===== src/rtl/i2c_target_rx.sv =====
// i2c_target_rx: write-only I2C target. It samples SCL/SDA on clk, detects START/STOP,
// matches a 7-bit address, ACKs by pulling SDA low, and hands each data byte downstream
// over a valid/ready handshake. Reads are NACKed.
// Optional build macro: I2C_TARGET_DEGLITCH_EN adds a FILTER_LEN-sample deglitcher per line.
module i2c_target_rx #(
  parameter logic [6:0]  TARGET_ADDR = 7'h3C,
  parameter int unsigned FILTER_LEN  = 3
) (
  input  logic       clk,
  input  logic       reset_n,
  input  logic       scl_in,
  input  logic       sda_in,
  output logic       sda_oe,
  input  logic       rx_ready,
  output logic [7:0] rx_data,
  output logic       rx_valid,
  output logic       rx_first,
  output logic       busy,
  output logic       start_det,
  output logic       stop_det
);

  localparam int unsigned BYTE_W = 8;
  localparam int unsigned CNT_W  = 3;

  typedef enum logic [2:0] {
    S_IDLE     = 3'd0,
    S_ADDR     = 3'd1,
    S_ADDR_ACK = 3'd2,
    S_DATA     = 3'd3,
    S_DATA_ACK = 3'd4,
    S_IGNORE   = 3'd5
  } state_t;

  // The deglitch length is only meaningful in 2..8; reject anything else at elaboration
  if (FILTER_LEN < 2 || FILTER_LEN > 8) begin : g_bad_filter_len
    $error("i2c_target_rx: FILTER_LEN must be in 2..8");
  end

  // Synchronizer and edge-detect registers (reset to the idle-high bus level)
  logic [1:0]        r_scl_sync;
  logic [1:0]        r_sda_sync;
  logic              r_scl_prev;
  logic              r_sda_prev;
  logic              w_scl;
  logic              w_sda;

  // FSM and datapath registers
  state_t            r_state;
  logic [CNT_W-1:0]  r_bit_cnt;
  logic [BYTE_W-1:0] r_shift;
  logic              r_full;
  logic              r_first_flag;
  logic              r_sda_oe;
  logic              r_busy;
  logic [BYTE_W-1:0] r_rx_data;
  logic              r_rx_valid;
  logic              r_rx_first;
  logic              r_start_det;
  logic              r_stop_det;

  // Next-state values
  state_t            w_state_nxt;
  logic [CNT_W-1:0]  w_bit_cnt_nxt;
  logic [BYTE_W-1:0] w_shift_nxt;
  logic              w_full_nxt;
  logic              w_first_flag_nxt;
  logic              w_sda_oe_nxt;
  logic              w_busy_nxt;
  logic [BYTE_W-1:0] w_rx_data_nxt;
  logic              w_rx_valid_nxt;
  logic              w_rx_first_nxt;
  logic              w_start_det_nxt;
  logic              w_stop_det_nxt;

  // Bus events
  logic              w_scl_rise;
  logic              w_scl_fall;
  logic              w_start;
  logic              w_stop;

  // Two-flop synchronizers for the asynchronous bus lines
  always_ff @(posedge clk or negedge reset_n) begin
    if (!reset_n) begin
      r_scl_sync <= 2'b11;
      r_sda_sync <= 2'b11;
    end else begin
      r_scl_sync <= {r_scl_sync[0], scl_in};
      r_sda_sync <= {r_sda_sync[0], sda_in};
    end
  end

`ifdef I2C_TARGET_DEGLITCH_EN
  localparam int unsigned FLT_CW = 4;

  logic              r_scl_flt;
  logic              r_sda_flt;
  logic [FLT_CW-1:0] r_scl_fcnt;
  logic [FLT_CW-1:0] r_sda_fcnt;

  // Output follows a line only after FILTER_LEN consecutive samples disagree with it
  always_ff @(posedge clk or negedge reset_n) begin
    if (!reset_n) begin
      r_scl_flt  <= 1'b1;
      r_sda_flt  <= 1'b1;
      r_scl_fcnt <= '0;
      r_sda_fcnt <= '0;
    end else begin
      if (r_scl_sync[1] == r_scl_flt) begin
        r_scl_fcnt <= '0;
      end else if (r_scl_fcnt == FLT_CW'(FILTER_LEN - 1)) begin
        r_scl_flt  <= r_scl_sync[1];
        r_scl_fcnt <= '0;
      end else begin
        r_scl_fcnt <= r_scl_fcnt + FLT_CW'(1);
      end
      if (r_sda_sync[1] == r_sda_flt) begin
        r_sda_fcnt <= '0;
      end else if (r_sda_fcnt == FLT_CW'(FILTER_LEN - 1)) begin
        r_sda_flt  <= r_sda_sync[1];
        r_sda_fcnt <= '0;
      end else begin
        r_sda_fcnt <= r_sda_fcnt + FLT_CW'(1);
      end
    end
  end

  assign w_scl = r_scl_flt;
  assign w_sda = r_sda_flt;
`else
  assign w_scl = r_scl_sync[1];
  assign w_sda = r_sda_sync[1];
`endif

  // Previous-sample stage for edge detection
  always_ff @(posedge clk or negedge reset_n) begin
    if (!reset_n) begin
      r_scl_prev <= 1'b1;
      r_sda_prev <= 1'b1;
    end else begin
      r_scl_prev <= w_scl;
      r_sda_prev <= w_sda;
    end
  end

  // START/STOP need SCL high in both samples, so an SCL edge in the same sample wins
  assign w_scl_rise = w_scl & ~r_scl_prev;
  assign w_scl_fall = ~w_scl & r_scl_prev;
  assign w_start    = w_scl & r_scl_prev & ~w_sda & r_sda_prev;
  assign w_stop     = w_scl & r_scl_prev & w_sda & ~r_sda_prev;

  // State and registered outputs
  always_ff @(posedge clk or negedge reset_n) begin
    if (!reset_n) begin
      r_state      <= S_IDLE;
      r_bit_cnt    <= '0;
      r_shift      <= '0;
      r_full       <= 1'b0;
      r_first_flag <= 1'b0;
      r_sda_oe     <= 1'b0;
      r_busy       <= 1'b0;
      r_rx_data    <= '0;
      r_rx_valid   <= 1'b0;
      r_rx_first   <= 1'b0;
      r_start_det  <= 1'b0;
      r_stop_det   <= 1'b0;
    end else begin
      r_state      <= w_state_nxt;
      r_bit_cnt    <= w_bit_cnt_nxt;
      r_shift      <= w_shift_nxt;
      r_full       <= w_full_nxt;
      r_first_flag <= w_first_flag_nxt;
      r_sda_oe     <= w_sda_oe_nxt;
      r_busy       <= w_busy_nxt;
      r_rx_data    <= w_rx_data_nxt;
      r_rx_valid   <= w_rx_valid_nxt;
      r_rx_first   <= w_rx_first_nxt;
      r_start_det  <= w_start_det_nxt;
      r_stop_det   <= w_stop_det_nxt;
    end
  end

  // Next-state and output logic
  always_comb begin
    w_state_nxt      = r_state;
    w_bit_cnt_nxt    = r_bit_cnt;
    w_shift_nxt      = r_shift;
    w_full_nxt       = r_full;
    w_first_flag_nxt = r_first_flag;
    w_sda_oe_nxt     = r_sda_oe;
    w_busy_nxt       = r_busy;
    w_rx_data_nxt    = r_rx_data;
    w_rx_valid_nxt   = 1'b0;
    w_rx_first_nxt   = 1'b0;
    w_start_det_nxt  = 1'b0;
    w_stop_det_nxt   = 1'b0;

    if (w_start) begin
      w_start_det_nxt = 1'b1;
      w_state_nxt     = S_ADDR;
      w_bit_cnt_nxt   = '0;
      w_full_nxt      = 1'b0;
      w_sda_oe_nxt    = 1'b0;
    end else if (w_stop) begin
      w_stop_det_nxt   = 1'b1;
      w_state_nxt      = S_IDLE;
      w_bit_cnt_nxt    = '0;
      w_full_nxt       = 1'b0;
      w_first_flag_nxt = 1'b0;
      w_busy_nxt       = 1'b0;
      w_sda_oe_nxt     = 1'b0;
    end else begin
      case (r_state)
        S_IDLE: begin
        end

        S_ADDR: begin
          if (w_scl_rise) begin
            w_shift_nxt = {r_shift[BYTE_W-2:0], w_sda};
            if (r_bit_cnt == CNT_W'(7)) begin
              w_bit_cnt_nxt = '0;
              // Address lives in the 7 bits already shifted in; the current bit is R/W
              if (r_shift[6:0] == TARGET_ADDR && !w_sda) begin
                w_state_nxt      = S_ADDR_ACK;
                w_busy_nxt       = 1'b1;
                w_first_flag_nxt = 1'b1;
              end else begin
                w_state_nxt = S_IGNORE;
                w_busy_nxt  = 1'b0;
              end
            end else begin
              w_bit_cnt_nxt = r_bit_cnt + CNT_W'(1);
            end
          end
        end

        S_ADDR_ACK: begin
          // First falling edge drives the ACK, the second (end of 9th clock) releases it
          if (w_scl_fall) begin
            if (!r_sda_oe) begin
              w_sda_oe_nxt = 1'b1;
            end else begin
              w_sda_oe_nxt  = 1'b0;
              w_state_nxt   = S_DATA;
              w_bit_cnt_nxt = '0;
              w_full_nxt    = 1'b0;
            end
          end
        end

        S_DATA: begin
          if (w_scl_rise && !r_full) begin
            w_shift_nxt = {r_shift[BYTE_W-2:0], w_sda};
            if (r_bit_cnt == CNT_W'(7)) begin
              w_bit_cnt_nxt = '0;
              w_full_nxt    = 1'b1;
            end else begin
              w_bit_cnt_nxt = r_bit_cnt + CNT_W'(1);
            end
          end else if (w_scl_fall && r_full) begin
            w_full_nxt = 1'b0;
            if (rx_ready) begin
              w_rx_data_nxt    = r_shift;
              w_rx_valid_nxt   = 1'b1;
              w_rx_first_nxt   = r_first_flag;
              w_first_flag_nxt = 1'b0;
              w_sda_oe_nxt     = 1'b1;
              w_state_nxt      = S_DATA_ACK;
            end else begin
              w_state_nxt = S_IGNORE;
              w_busy_nxt  = 1'b0;
            end
          end
        end

        S_DATA_ACK: begin
          if (w_scl_fall) begin
            w_sda_oe_nxt  = 1'b0;
            w_bit_cnt_nxt = '0;
            w_state_nxt   = S_DATA;
          end
        end

        S_IGNORE: begin
          w_sda_oe_nxt = 1'b0;
          w_busy_nxt   = 1'b0;
        end

        default: begin
          w_state_nxt  = S_IDLE;
          w_sda_oe_nxt = 1'b0;
          w_busy_nxt   = 1'b0;
        end
      endcase
    end
  end

  assign sda_oe    = r_sda_oe;
  assign rx_data   = r_rx_data;
  assign rx_valid  = r_rx_valid;
  assign rx_first  = r_rx_first;
  assign busy      = r_busy;
  assign start_det = r_start_det;
  assign stop_det  = r_stop_det;

endmodule


===== config.mk =====
export PLATFORM = sky130hd
export DESIGN_NAME = i2c_target_rx
export DESIGN_NICKNAME = d
export VERILOG_FILES = /design/src/rtl/i2c_target_rx.sv
export SDC_FILE = /design/constraint.sdc
export NUM_CORES = 1
export LEC_CHECK = 0
export BUFFER_PORTS_ARGS = -buffer_cell sky130_fd_sc_hd__buf_4
export CAP_MARGIN = 20
export CORE_AREA = 2 2 64 66
export DETAILED_ROUTE_END_ITERATION = 16
export DIE_AREA = 0 0 66 68
export SLEW_MARGIN = 25
export SYNTH_ARGS = -nofsm -noshare
export SYNTH_HDL_FRONTEND = slang
export SYNTH_SLANG_ARGS = --single-unit

===== constraint.sdc =====
create_clock -name clk -period 1.5 [get_ports clk]
set_input_delay 0.15 -clock clk [delete_from_list [all_inputs] [get_ports clk]]
set_output_delay 0.15 -clock clk [all_outputs]
set_load 0.02 [all_outputs]

==> flow_summary.html, run 1 <==
<table>
<tr><th>Metric</th><th>Value</th></tr>
<tr><th colspan="2">Logic synthesis</th></tr>
<tr><td>Net Count, Synth</td><td>142</td></tr>
<tr><td>Ys Warns</td><td>0</td></tr>
<tr><td>Top cells by area in the synthesized netlist</td><td>sky130_fd_sc_hd__dfrtp_1, sky130_fd_sc_hd__dfstp_2, sky130_fd_sc_hd__mux2_2</td></tr>
<tr><td>Post-synthesis sequential element count</td><td>36</td></tr>
<tr><td>Post-synth top area cell</td><td>sky130_fd_sc_hd__dfrtp_1</td></tr>
<tr><td>Portion of synthesized cell area occupied by the leading cell type</td><td>45.9%</td></tr>
<tr><td>Post-synth ARST share</td><td>100%</td></tr>
<tr><td>Syn avg cell area</td><td>12.1 um2</td></tr>
<tr><td>Post-Synthesis Cell Area</td><td>0.00163 mm2</td></tr>
<tr><td>Count of flip-flops with a built-in enable after synthesis</td><td>0</td></tr>
<tr><td>Main flop type after synthesis</td><td>sky130_fd_sc_hd__dfrtp_1</td></tr>
<tr><td>Synth unique cells</td><td>40</td></tr>
<tr><td>Sequential area share after synthesis</td><td>55.6%</td></tr>
<tr><td>Number of standard cells after synthesis</td><td>135</td></tr>
<tr><th colspan="2">Global route</th></tr>
<tr><td>Number of global-route vias before repair</td><td>1,236</td></tr>
<tr><td>Global-route wire length before repair</td><td>5.79 mm</td></tr>
<tr><td>Met3 track utilization from global routing</td><td>4.93%</td></tr>
<tr><td>Overflow left after global routing</td><td>0</td></tr>
<tr><td>Maximum number of pins on one net before global-route repair</td><td>37</td></tr>
<tr><td>Combined global-route utilization of all metal layers</td><td>17.6%</td></tr>
<tr><td>Initial antenna violation count</td><td>0</td></tr>
<tr><td>GR peak layer</td><td>met2</td></tr>
<tr><td>GRT met1 Usage</td><td>22.0%</td></tr>
<tr><td>Met2 global-route usage</td><td>29.5%</td></tr>
<tr><th colspan="2">Placed design</th></tr>
<tr><td>Number of buffers inserted by port buffering</td><td>18</td></tr>
<tr><td>Placed wire-length estimate after detailed placement</td><td>2.41 mm</td></tr>
<tr><td>Gp weighted congestion</td><td>0.879</td></tr>
<tr><td>Standard cell area after detailed placement</td><td>0.00203 mm2</td></tr>
<tr><th colspan="2">Finish</th></tr>
<tr><td>Net count reported at finish</td><td>204</td></tr>
<tr><td>Area added between synthesis and finish</td><td>55.8%</td></tr>
<tr><td>Fillcell total</td><td>291</td></tr>
<tr><td>Layout cell share with drive strength beyond 1</td><td>61.6%</td></tr>
<tr><td>Commonest cells after routing, fill and taps aside</td><td>sky130_fd_sc_hd__buf_4, sky130_fd_sc_hd__dfrtp_1, sky130_fd_sc_hd__mux2_4, sky130_fd_sc_hd__buf_6, sky130_fd_sc_hd__mux2_2</td></tr>
<tr><td>Antenna diode count</td><td>0</td></tr>
<tr><td>Post-route standard cell area excluding fillers</td><td>0.00255 mm2</td></tr>
<tr><td>Leading cell type in the layout, fill and taps excluded</td><td>sky130_fd_sc_hd__buf_4</td></tr>
<tr><th colspan="2">Detailed routing</th></tr>
<tr><td>Routed via count divided by cell count</td><td>5.16</td></tr>
<tr><td>Number of routed nets with antenna violations</td><td>0</td></tr>
<tr><td>Number of DRC markers after the initial detailed-route iteration</td><td>49</td></tr>
<tr><td>Final wirelength</td><td>3.99 mm</td></tr>
<tr><td>Average wire length per cell after detail routing</td><td>16.1 um</td></tr>
<tr><td>Remaining DRCs</td><td>0</td></tr>
<tr><td>First drt pass iteration count</td><td>4</td></tr>
<tr><td>Vias after detailed routing</td><td>1,280</td></tr>
<tr><th colspan="2">Timing</th></tr>
<tr><td>Max Slew Vio Count</td><td>0</td></tr>
<tr><td>Max-Slew Margin vs Limit</td><td>69.3%</td></tr>
<tr><td>Final TNS setup</td><td>-0.770 ns</td></tr>
<tr><td>Fmax</td><td>595 MHz</td></tr>
<tr><td>RSZ-0062 raised after global routing</td><td>true</td></tr>
<tr><td>Actual slew at the worst max-slew pin</td><td>0.461 ns</td></tr>
<tr><td>Setup violation total in the final timing report</td><td>16</td></tr>
<tr><td>Period utilization</td><td>112%</td></tr>
<tr><td>Clock skew after layout</td><td>0.00863 ns</td></tr>
<tr><td>Setup ws final</td><td>-0.180 ns</td></tr>
<tr><td>Final count of hold timing violations</td><td>0</td></tr>
<tr><td>Shortest period the worst path allows</td><td>1.68 ns</td></tr>
<tr><th colspan="2">Pwr</th></tr>
<tr><td>Maximum vdd drop</td><td>842 uV</td></tr>
<tr><td>Switching power total</td><td>1.15 mW</td></tr>
<tr><td>Switching power share of the total</td><td>32.2%</td></tr>
<tr><td>Combinational power share</td><td>38.0%</td></tr>
<tr><td>Static power due to leakage</td><td>1.16 nW</td></tr>
<tr><td>Part of the total power dissipated in sequential elements</td><td>38.6%</td></tr>
<tr><td>Part of the total power dissipated in the clock network</td><td>23.4%</td></tr>
<tr><td>Internal power</td><td>2.42 mW</td></tr>
<tr><td>Power density relative to cell area</td><td>1400 mW/mm2</td></tr>
<tr><th colspan="2">Critical path</th></tr>
<tr><td>Class of the most critical setup path</td><td>reg2reg</td></tr>
<tr><td>Worst R2R End</td><td>busy</td></tr>
<tr><td>Category of the worst setup path capture point</td><td>flop</td></tr>
<tr><td>Required time of the critical path</td><td>1.67 ns</td></tr>
<tr><td>Launch instance of the worst register-to-register path</td><td>r_bit_cnt[1]</td></tr>
<tr><td>Top fanout value on the critical path</td><td>2</td></tr>
<tr><td>Crit-path slowest cell</td><td>sky130_fd_sc_hd__dfrtp_1</td></tr>
<tr><td>FF-to-FF setup slack</td><td>-0.18 ns</td></tr>
<tr><td>Startpoint of the worst setup timing path</td><td>r_bit_cnt[1]</td></tr>
<tr><td>Crit path largest cell delay</td><td>0.37 ns</td></tr>
<tr><td>Number of buffer and inverter instances along the worst setup path</td><td>0</td></tr>
<tr><td>CP arrival</td><td>1.85 ns</td></tr>
<tr><td>Kind of cell adding the most delay to the critical path</td><td>flip-flops</td></tr>
<tr><td>CP Cell Sequence</td><td>ha_2 &gt; ha_4 &gt; nand3b_1 &gt; o32ai_2 &gt; nand2_1 &gt; a31oi_4 &gt; mux2_4</td></tr>
<tr><td>CP Launch Type</td><td>flop</td></tr>
<tr><td>Worst r2r path cells</td><td>7</td></tr>
<tr><th colspan="2">Clock tree</th></tr>
<tr><td>Clock Sinks</td><td>36</td></tr>
<tr><td>Clock tree from TritonCTS</td><td>yes</td></tr>
<tr><td>Number of buffers created by CTS</td><td>5</td></tr>
<tr><td>CTS root buffer</td><td>sky130_fd_sc_hd__clkbuf_8</td></tr>
<tr><td>Clock-pin transition on the worst setup and hold timing paths</td><td>0.08 ns</td></tr>
<tr><td>Clock insertion delay at the later pin of the skew report</td><td>0.28 ns</td></tr>
<tr><td>Clock buffer depth</td><td>2</td></tr>
<tr><td>CTS H-Tree Depth</td><td>2</td></tr>
<tr><th colspan="2">Run</th></tr>
<tr><td>Max-capacitance violation count</td><td>0</td></tr>
<tr><th colspan="2">Outcome</th></tr>
<tr><td>Failing checks</td><td>setup timing</td></tr>
<tr><td>Outcome</td><td>finished, violations left</td></tr>
<tr><th colspan="2">Floorplan</th></tr>
<tr><td>Die outline area</td><td>0.00449 mm2</td></tr>
<tr><td>Core area</td><td>0.00386 mm2</td></tr>
<tr><td>Standard-cell row count</td><td>23</td></tr>
<tr><td>Die width</td><td>66 um</td></tr>
<tr><td>DIE HEIGHT</td><td>68 um</td></tr>
<tr><td>Effective utilization at floorplan</td><td>42.4%</td></tr>
<tr><td>Number of I/O pins</td><td>19</td></tr>
<tr><th colspan="2">Hold path</th></tr>
<tr><td>Class of the worst hold path</td><td>in2async</td></tr>
</table>
[through the flow]
step	cells	hold WS, ns	total power [mW]	setup WS, ns	util (%)
floorplan	135	-0.146	1.94	-0.0516	-
detailed placement	225	0.134	2.41	-0.167	52.6
global placement	225	0.127	2.35	-0.102	52.6
CTS	238	0.359	3.33	-0.140	58.3
finish	248	0.359	3.57	-0.180	66.0
global route	248	0.367	3.77	-0.246	66.0
[sequential cells by signal (all words and copies together), names as in the netlist]
register and count:
rx_valid 1, start_det 1, busy 1, r_sda_sync 2
r_shift 8, r_scl_sync 2, stop_det 1, r_state 3
rx_data 8, r_first_flag 1, r_sda_prev 1, r_full 1
rx_first 1, r_bit_cnt 3, sda_oe 1, r_scl_prev 1
[area by class of cell]
type / instances / area, um2 / area share [%]
Multi-Input combinational cell: 89 / 931 / 36.6
Sequential cell: 36 / 910 / 35.7
Timing Repair Buffer: 60 / 517 / 20.3
Clock buffer: 6 / 72.6 / 2.85
Tap cell: 50 / 62.6 / 2.46
Clock inverter: 2 / 35.0 / 1.38
Inverter: 5 / 18.8 / 0.737
[worst reg2reg max path, stage by stage, from the launching register on]
cell                       delay [ns]
sky130_fd_sc_hd__dfrtp_1         0.37
sky130_fd_sc_hd__ha_2            0.20
sky130_fd_sc_hd__ha_4            0.13
sky130_fd_sc_hd__nand3b_1        0.12
sky130_fd_sc_hd__o32ai_2         0.12
sky130_fd_sc_hd__nand2_1         0.14
sky130_fd_sc_hd__a31oi_4         0.18
sky130_fd_sc_hd__mux2_4          0.31
[power by group through the flow]
stage                     Clock (mW)  Combinational [mW]  Sequential, mW
final                          0.836                1.35            1.38
after global routing           0.896                1.47            1.40
after CTS                      0.852                1.11            1.36
after detailed placement           0                1.04            1.37
after global placement             0                1.00            1.35
after floorplan                    0               0.611            1.33
[routing by layer]
layer	share of wire, %	up-vias
li1	-	604
met2	51	23
met1	44	647
met3	3.1	6
met5	0	-
met4	1.6	0
[how the worst max path moves through the flow]
stage	endpoint	slack [ns]	depth (start not counted)
4_1_cts	r_state[1]	-0.14	8
5_1_grt	busy	-0.25	7
2_1_floorplan	busy	-0.05	7
6_report	busy	-0.18	7
3_3_place_gp	busy	-0.10	5
3_5_place_dp	busy	-0.17	7
[repair_timing]
action,CTS,global route
gates cloned,0,1
gates resized for setup,13,45
hold buffers,3,0
buffers inserted,2,9
pin swaps,2,14
setup endpoints to repair,17,20
endpoints found under the hold margin,32,0
[cell usage after synthesis (2+ instances only)]
library cell	count
sky130_fd_sc_hd__nand2b_1	6
sky130_fd_sc_hd__o21ai_1	2
sky130_fd_sc_hd__xnor2_1	2
sky130_fd_sc_hd__dfstp_2	6
sky130_fd_sc_hd__a21oi_1	6
sky130_fd_sc_hd__a22o_1	2
sky130_fd_sc_hd__buf_2	3
sky130_fd_sc_hd__o22ai_1	3
sky130_fd_sc_hd__mux2_1	8
sky130_fd_sc_hd__inv_1	4
sky130_fd_sc_hd__ha_1	2
sky130_fd_sc_hd__nand3b_1	4
sky130_fd_sc_hd__mux2_2	9
sky130_fd_sc_hd__nor3b_2	2
sky130_fd_sc_hd__nor2_1	8
sky130_fd_sc_hd__nand2_1	10
sky130_fd_sc_hd__buf_4	2
sky130_fd_sc_hd__a31oi_1	3
sky130_fd_sc_hd__nor3_1	3
sky130_fd_sc_hd__dfrtp_1	30
[cell families (layout without fill, tap and decap cells)]
family          count (synthesis)  after routing  share of synthesized area [%]
simple gates                   41             41                           15.2
buf+inv                        10             73                           2.99
xor+xnor                        2              2                           1.07
flops                          36             36                           55.6
fa+ha+maj                       2              2                           1.53
compound gates                 26             26                           11.3
mux                            18             18                           12.3
(Power assumes the default switching activity.)
==> run 2, diff against run 1 <==
CELL_PAD_IN_SITES_DETAIL_PLACEMENT = 0   (was not set)
CELL_PAD_IN_SITES_GLOBAL_PLACEMENT = 2   (was not set)
CORE_AREA = 2 2 73 75   (was 2 2 64 66)
DIE_AREA = 0 0 75 77   (was 0 0 66 68)
PLACE_DENSITY_LB_ADDON = 0.1   (was not set)
SETUP_SLACK_MARGIN = 0.02   (was not set)
==> run 2 against run 1 <==
Net effect:
- the flow still finishes with violations (setup timing)
- first-iteration DRC count grew 35%
- final area shrank 1.5%
- sequential cell count is the same
- via count shrank 0.16%
- sequential share of layout area grew 0.55 points
- fmax shrank 3.9%
- clock skew shrank 0.0037 ns
- clock-buffer cell count shrank 1
- worst hold slack lost 0.0051 ns
- non-clock buffer count shrank 1
- global-route usage shrank 2.7 points
==> flow_summary.html, run 2 (synthesis gave the netlist of run 1 again) <==
<table>
<tr><th>Metric</th><th>Value</th></tr>
<tr><th colspan="2">Floorplan</th></tr>
<tr><td>Standard-cell row count</td><td>26</td></tr>
<tr><td>Effective utilization at floorplan</td><td>32.8%</td></tr>
<tr><td>DIE HEIGHT</td><td>77 um</td></tr>
<tr><td>Die outline area</td><td>0.00578 mm2</td></tr>
<tr><td>Die width</td><td>75 um</td></tr>
<tr><td>Number of I/O pins</td><td>19</td></tr>
<tr><td>Core area</td><td>0.00498 mm2</td></tr>
<tr><th colspan="2">Critical path</th></tr>
<tr><td>Kind of cell adding the most delay to the critical path</td><td>compound AO/OA/AOI/OAI gates</td></tr>
<tr><td>CP Cell Sequence</td><td>ha_4 &gt; ha_4 &gt; nand3b_1 &gt; buf_6 &gt; o211ai_4 &gt; nand3b_4 &gt; o21bai_1 &gt; a21oi_1</td></tr>
<tr><td>Crit-path slowest cell</td><td>sky130_fd_sc_hd__dfrtp_1</td></tr>
<tr><td>Required time of the critical path</td><td>1.71 ns</td></tr>
<tr><td>CP arrival</td><td>1.96 ns</td></tr>
<tr><td>Number of buffer and inverter instances along the worst setup path</td><td>1</td></tr>
<tr><td>Top fanout value on the critical path</td><td>4</td></tr>
<tr><td>Most repeated library cell on the critical path</td><td>sky130_fd_sc_hd__ha_4</td></tr>
<tr><td>Class of the most critical setup path</td><td>reg2reg</td></tr>
<tr><td>Category of the worst setup path capture point</td><td>flop</td></tr>
<tr><td>Crit path largest cell delay</td><td>0.41 ns</td></tr>
<tr><td>CP Launch Type</td><td>flop</td></tr>
<tr><th colspan="2">Timing</th></tr>
<tr><td>Setup violation total in the final timing report</td><td>17</td></tr>
<tr><td>Max-Slew Margin vs Limit</td><td>69.4%</td></tr>
<tr><td>Period utilization</td><td>117%</td></tr>
<tr><td>Fmax</td><td>572 MHz</td></tr>
<tr><td>Clock skew after layout</td><td>0.00492 ns</td></tr>
<tr><td>Shortest period the worst path allows</td><td>1.75 ns</td></tr>
<tr><td>Final count of hold timing violations</td><td>0</td></tr>
<tr><td>Final TNS setup</td><td>-1.85 ns</td></tr>
<tr><td>RSZ-0062 raised after global routing</td><td>true</td></tr>
<tr><td>Actual slew at the worst max-slew pin</td><td>0.459 ns</td></tr>
<tr><td>Setup ws final</td><td>-0.248 ns</td></tr>
<tr><td>Max Slew Vio Count</td><td>0</td></tr>
<tr><th colspan="2">Pwr</th></tr>
<tr><td>Power density relative to cell area</td><td>1390 mW/mm2</td></tr>
<tr><td>Overall power after layout</td><td>3.49 mW</td></tr>
<tr><td>Maximum vdd drop</td><td>598 uV</td></tr>
<tr><td>Static power due to leakage</td><td>1.15 nW</td></tr>
<tr><th colspan="2">Global route</th></tr>
<tr><td>Global-route wire length before repair</td><td>6.49 mm</td></tr>
<tr><td>Overflow left after global routing</td><td>0</td></tr>
<tr><td>Maximum number of pins on one net before global-route repair</td><td>37</td></tr>
<tr><td>Initial antenna violation count</td><td>0</td></tr>
<tr><td>Number of global-route vias before repair</td><td>1,361</td></tr>
<tr><td>Combined global-route utilization of all metal layers</td><td>14.9%</td></tr>
<tr><th colspan="2">Finish</th></tr>
<tr><td>Layout cell share with drive strength beyond 1</td><td>59.9%</td></tr>
<tr><td>Antenna diode count</td><td>0</td></tr>
<tr><td>Leading cell type in the layout, fill and taps excluded</td><td>sky130_fd_sc_hd__buf_4</td></tr>
<tr><td>Net count reported at finish</td><td>203</td></tr>
<tr><td>Area added between synthesis and finish</td><td>53.4%</td></tr>
<tr><td>Commonest cells after routing, fill and taps aside</td><td>sky130_fd_sc_hd__buf_4, sky130_fd_sc_hd__dfrtp_1, sky130_fd_sc_hd__buf_6, sky130_fd_sc_hd__mux2_4</td></tr>
<tr><th colspan="2">Clock tree</th></tr>
<tr><td>Clock buffer depth</td><td>2</td></tr>
<tr><td>Number of buffers created by CTS</td><td>5</td></tr>
<tr><td>CTS root buffer</td><td>sky130_fd_sc_hd__clkbuf_8</td></tr>
<tr><td>Clock-pin transition on the worst setup and hold timing paths</td><td>0.08 ns</td></tr>
<tr><td>Clock insertion delay at the later pin of the skew report</td><td>0.28 ns</td></tr>
<tr><td>Clock Sinks</td><td>36</td></tr>
<tr><td>Clock tree from TritonCTS</td><td>yes</td></tr>
<tr><td>CTS H-Tree Depth</td><td>2</td></tr>
<tr><th colspan="2">Detailed routing</th></tr>
<tr><td>Final wirelength</td><td>3.92 mm</td></tr>
<tr><td>Number of DRC markers after the initial detailed-route iteration</td><td>66</td></tr>
<tr><td>Remaining DRCs</td><td>0</td></tr>
<tr><td>Average wire length per cell after detail routing</td><td>14.7 um</td></tr>
<tr><td>Highest metal layer with signal wires</td><td>met4</td></tr>
<tr><td>Metal2 WL</td><td>2.04 mm</td></tr>
<tr><td>Routed length on met1</td><td>1.66 mm</td></tr>
<tr><td>Number of routed nets with antenna violations</td><td>0</td></tr>
<tr><td>First drt pass iteration count</td><td>4</td></tr>
<tr><td>Vias after detailed routing</td><td>1,278</td></tr>
<tr><td>Routed via count divided by cell count</td><td>4.79</td></tr>
<tr><td>Met3 wirelength from detailed routing</td><td>139 um</td></tr>
<tr><th colspan="2">Placed design</th></tr>
<tr><td>Placed wire-length estimate after detailed placement</td><td>2.55 mm</td></tr>
<tr><td>Gp weighted congestion</td><td>0.757</td></tr>
<tr><td>Worst setup slack before clock tree synthesis</td><td>-0.170 ns</td></tr>
<tr><td>Number of buffers inserted by port buffering</td><td>18</td></tr>
<tr><th colspan="2">Outcome</th></tr>
<tr><td>Outcome</td><td>finished, violations left</td></tr>
<tr><td>Failing checks</td><td>setup timing</td></tr>
<tr><th colspan="2">Run</th></tr>
<tr><td>Max-capacitance violation count</td><td>0</td></tr>
<tr><th colspan="2">Hold path</th></tr>
<tr><td>Class of the worst hold path</td><td>in2async</td></tr>
</table>
run 2: cell count changes in the layout (fill, tap and decap cells not counted), sizes merged:
cell	change
clkbuf	-1
buf	-1
clkinvlp	+1
run 2: power by group:
| part | internal, mW | switching (mW) |
|---|---|---|
| clock | 0.492 | 0.357 |
| combinational | 0.703 | 0.579 |
| sequential | 1.18 | 0.188 |
run 2: metal layers:
metal | track usage (%) | up-vias
li1 | - | 599
met1 | 17.8 | 648
met2 | 24.1 | 24
met5 | 0 | -
met4 | 7.14 | 0
met3 | 4.34 | 7
run 2: repair_timing:
item                                    4_1_cts  5_1_grt
setup buffers                                 6        7
endpoints found under the setup margin       25       26
pin swaps                                    10       12
hold endpoints to repair                     32        0
resized for setup                            33       17
hold buffers                                  3        0
run 2: worst register-to-register path: stages (launching register included):
cell and delay, ns:
sky130_fd_sc_hd__dfrtp_1 0.41, sky130_fd_sc_hd__ha_4 0.16, sky130_fd_sc_hd__ha_4 0.12, sky130_fd_sc_hd__nand3b_1 0.13, sky130_fd_sc_hd__buf_6 0.16, sky130_fd_sc_hd__o211ai_4 0.25
sky130_fd_sc_hd__nand3b_4 0.13, sky130_fd_sc_hd__o21bai_1 0.17, sky130_fd_sc_hd__a21oi_1 0.14
run 2: cell type report:
type                            instances  area (um2)
Clock inverter                          3        42.5
Fill cell                             443        2470
Tap cell                               70        87.6
Multi-Input combinational cell         89         867
Clock buffer                            5        68.8
Inverter                                5        18.8
Timing Repair Buffer                   59         513
Sequential cell                        36         910
run 2: final timing paths:
path                          startpoint             to  slack [ns]  cells past startpoint
min in group clk           r_sda_sync[0]  r_sda_sync[1]        0.36                      0
max reg2reg                 r_bit_cnt[1]     r_state[1]       -0.25                      8
max                         r_bit_cnt[1]     r_state[1]       -0.25                      8
min reg2reg                r_sda_sync[0]  r_sda_sync[1]        0.36                      0
max in group asynchronous        reset_n  r_sda_sync[1]        0.79                      2
min                              reset_n     r_state[0]        0.35                      2
run 2: through the flow:
stage | utilization, % | std cells | hold WS [ns] | cell area (um2)
final | 50.4 | 267 | 0.354 | 2510
after global routing | 50.4 | 267 | 0.364 | 2510
after CTS | 47.8 | 261 | 0.359 | 2380
after detailed placement | 41.1 | 244 | 0.143 | 2050
after global placement | 41.1 | 244 | 0.133 | 2050
after floorplan | - | 135 | -0.146 | 1630
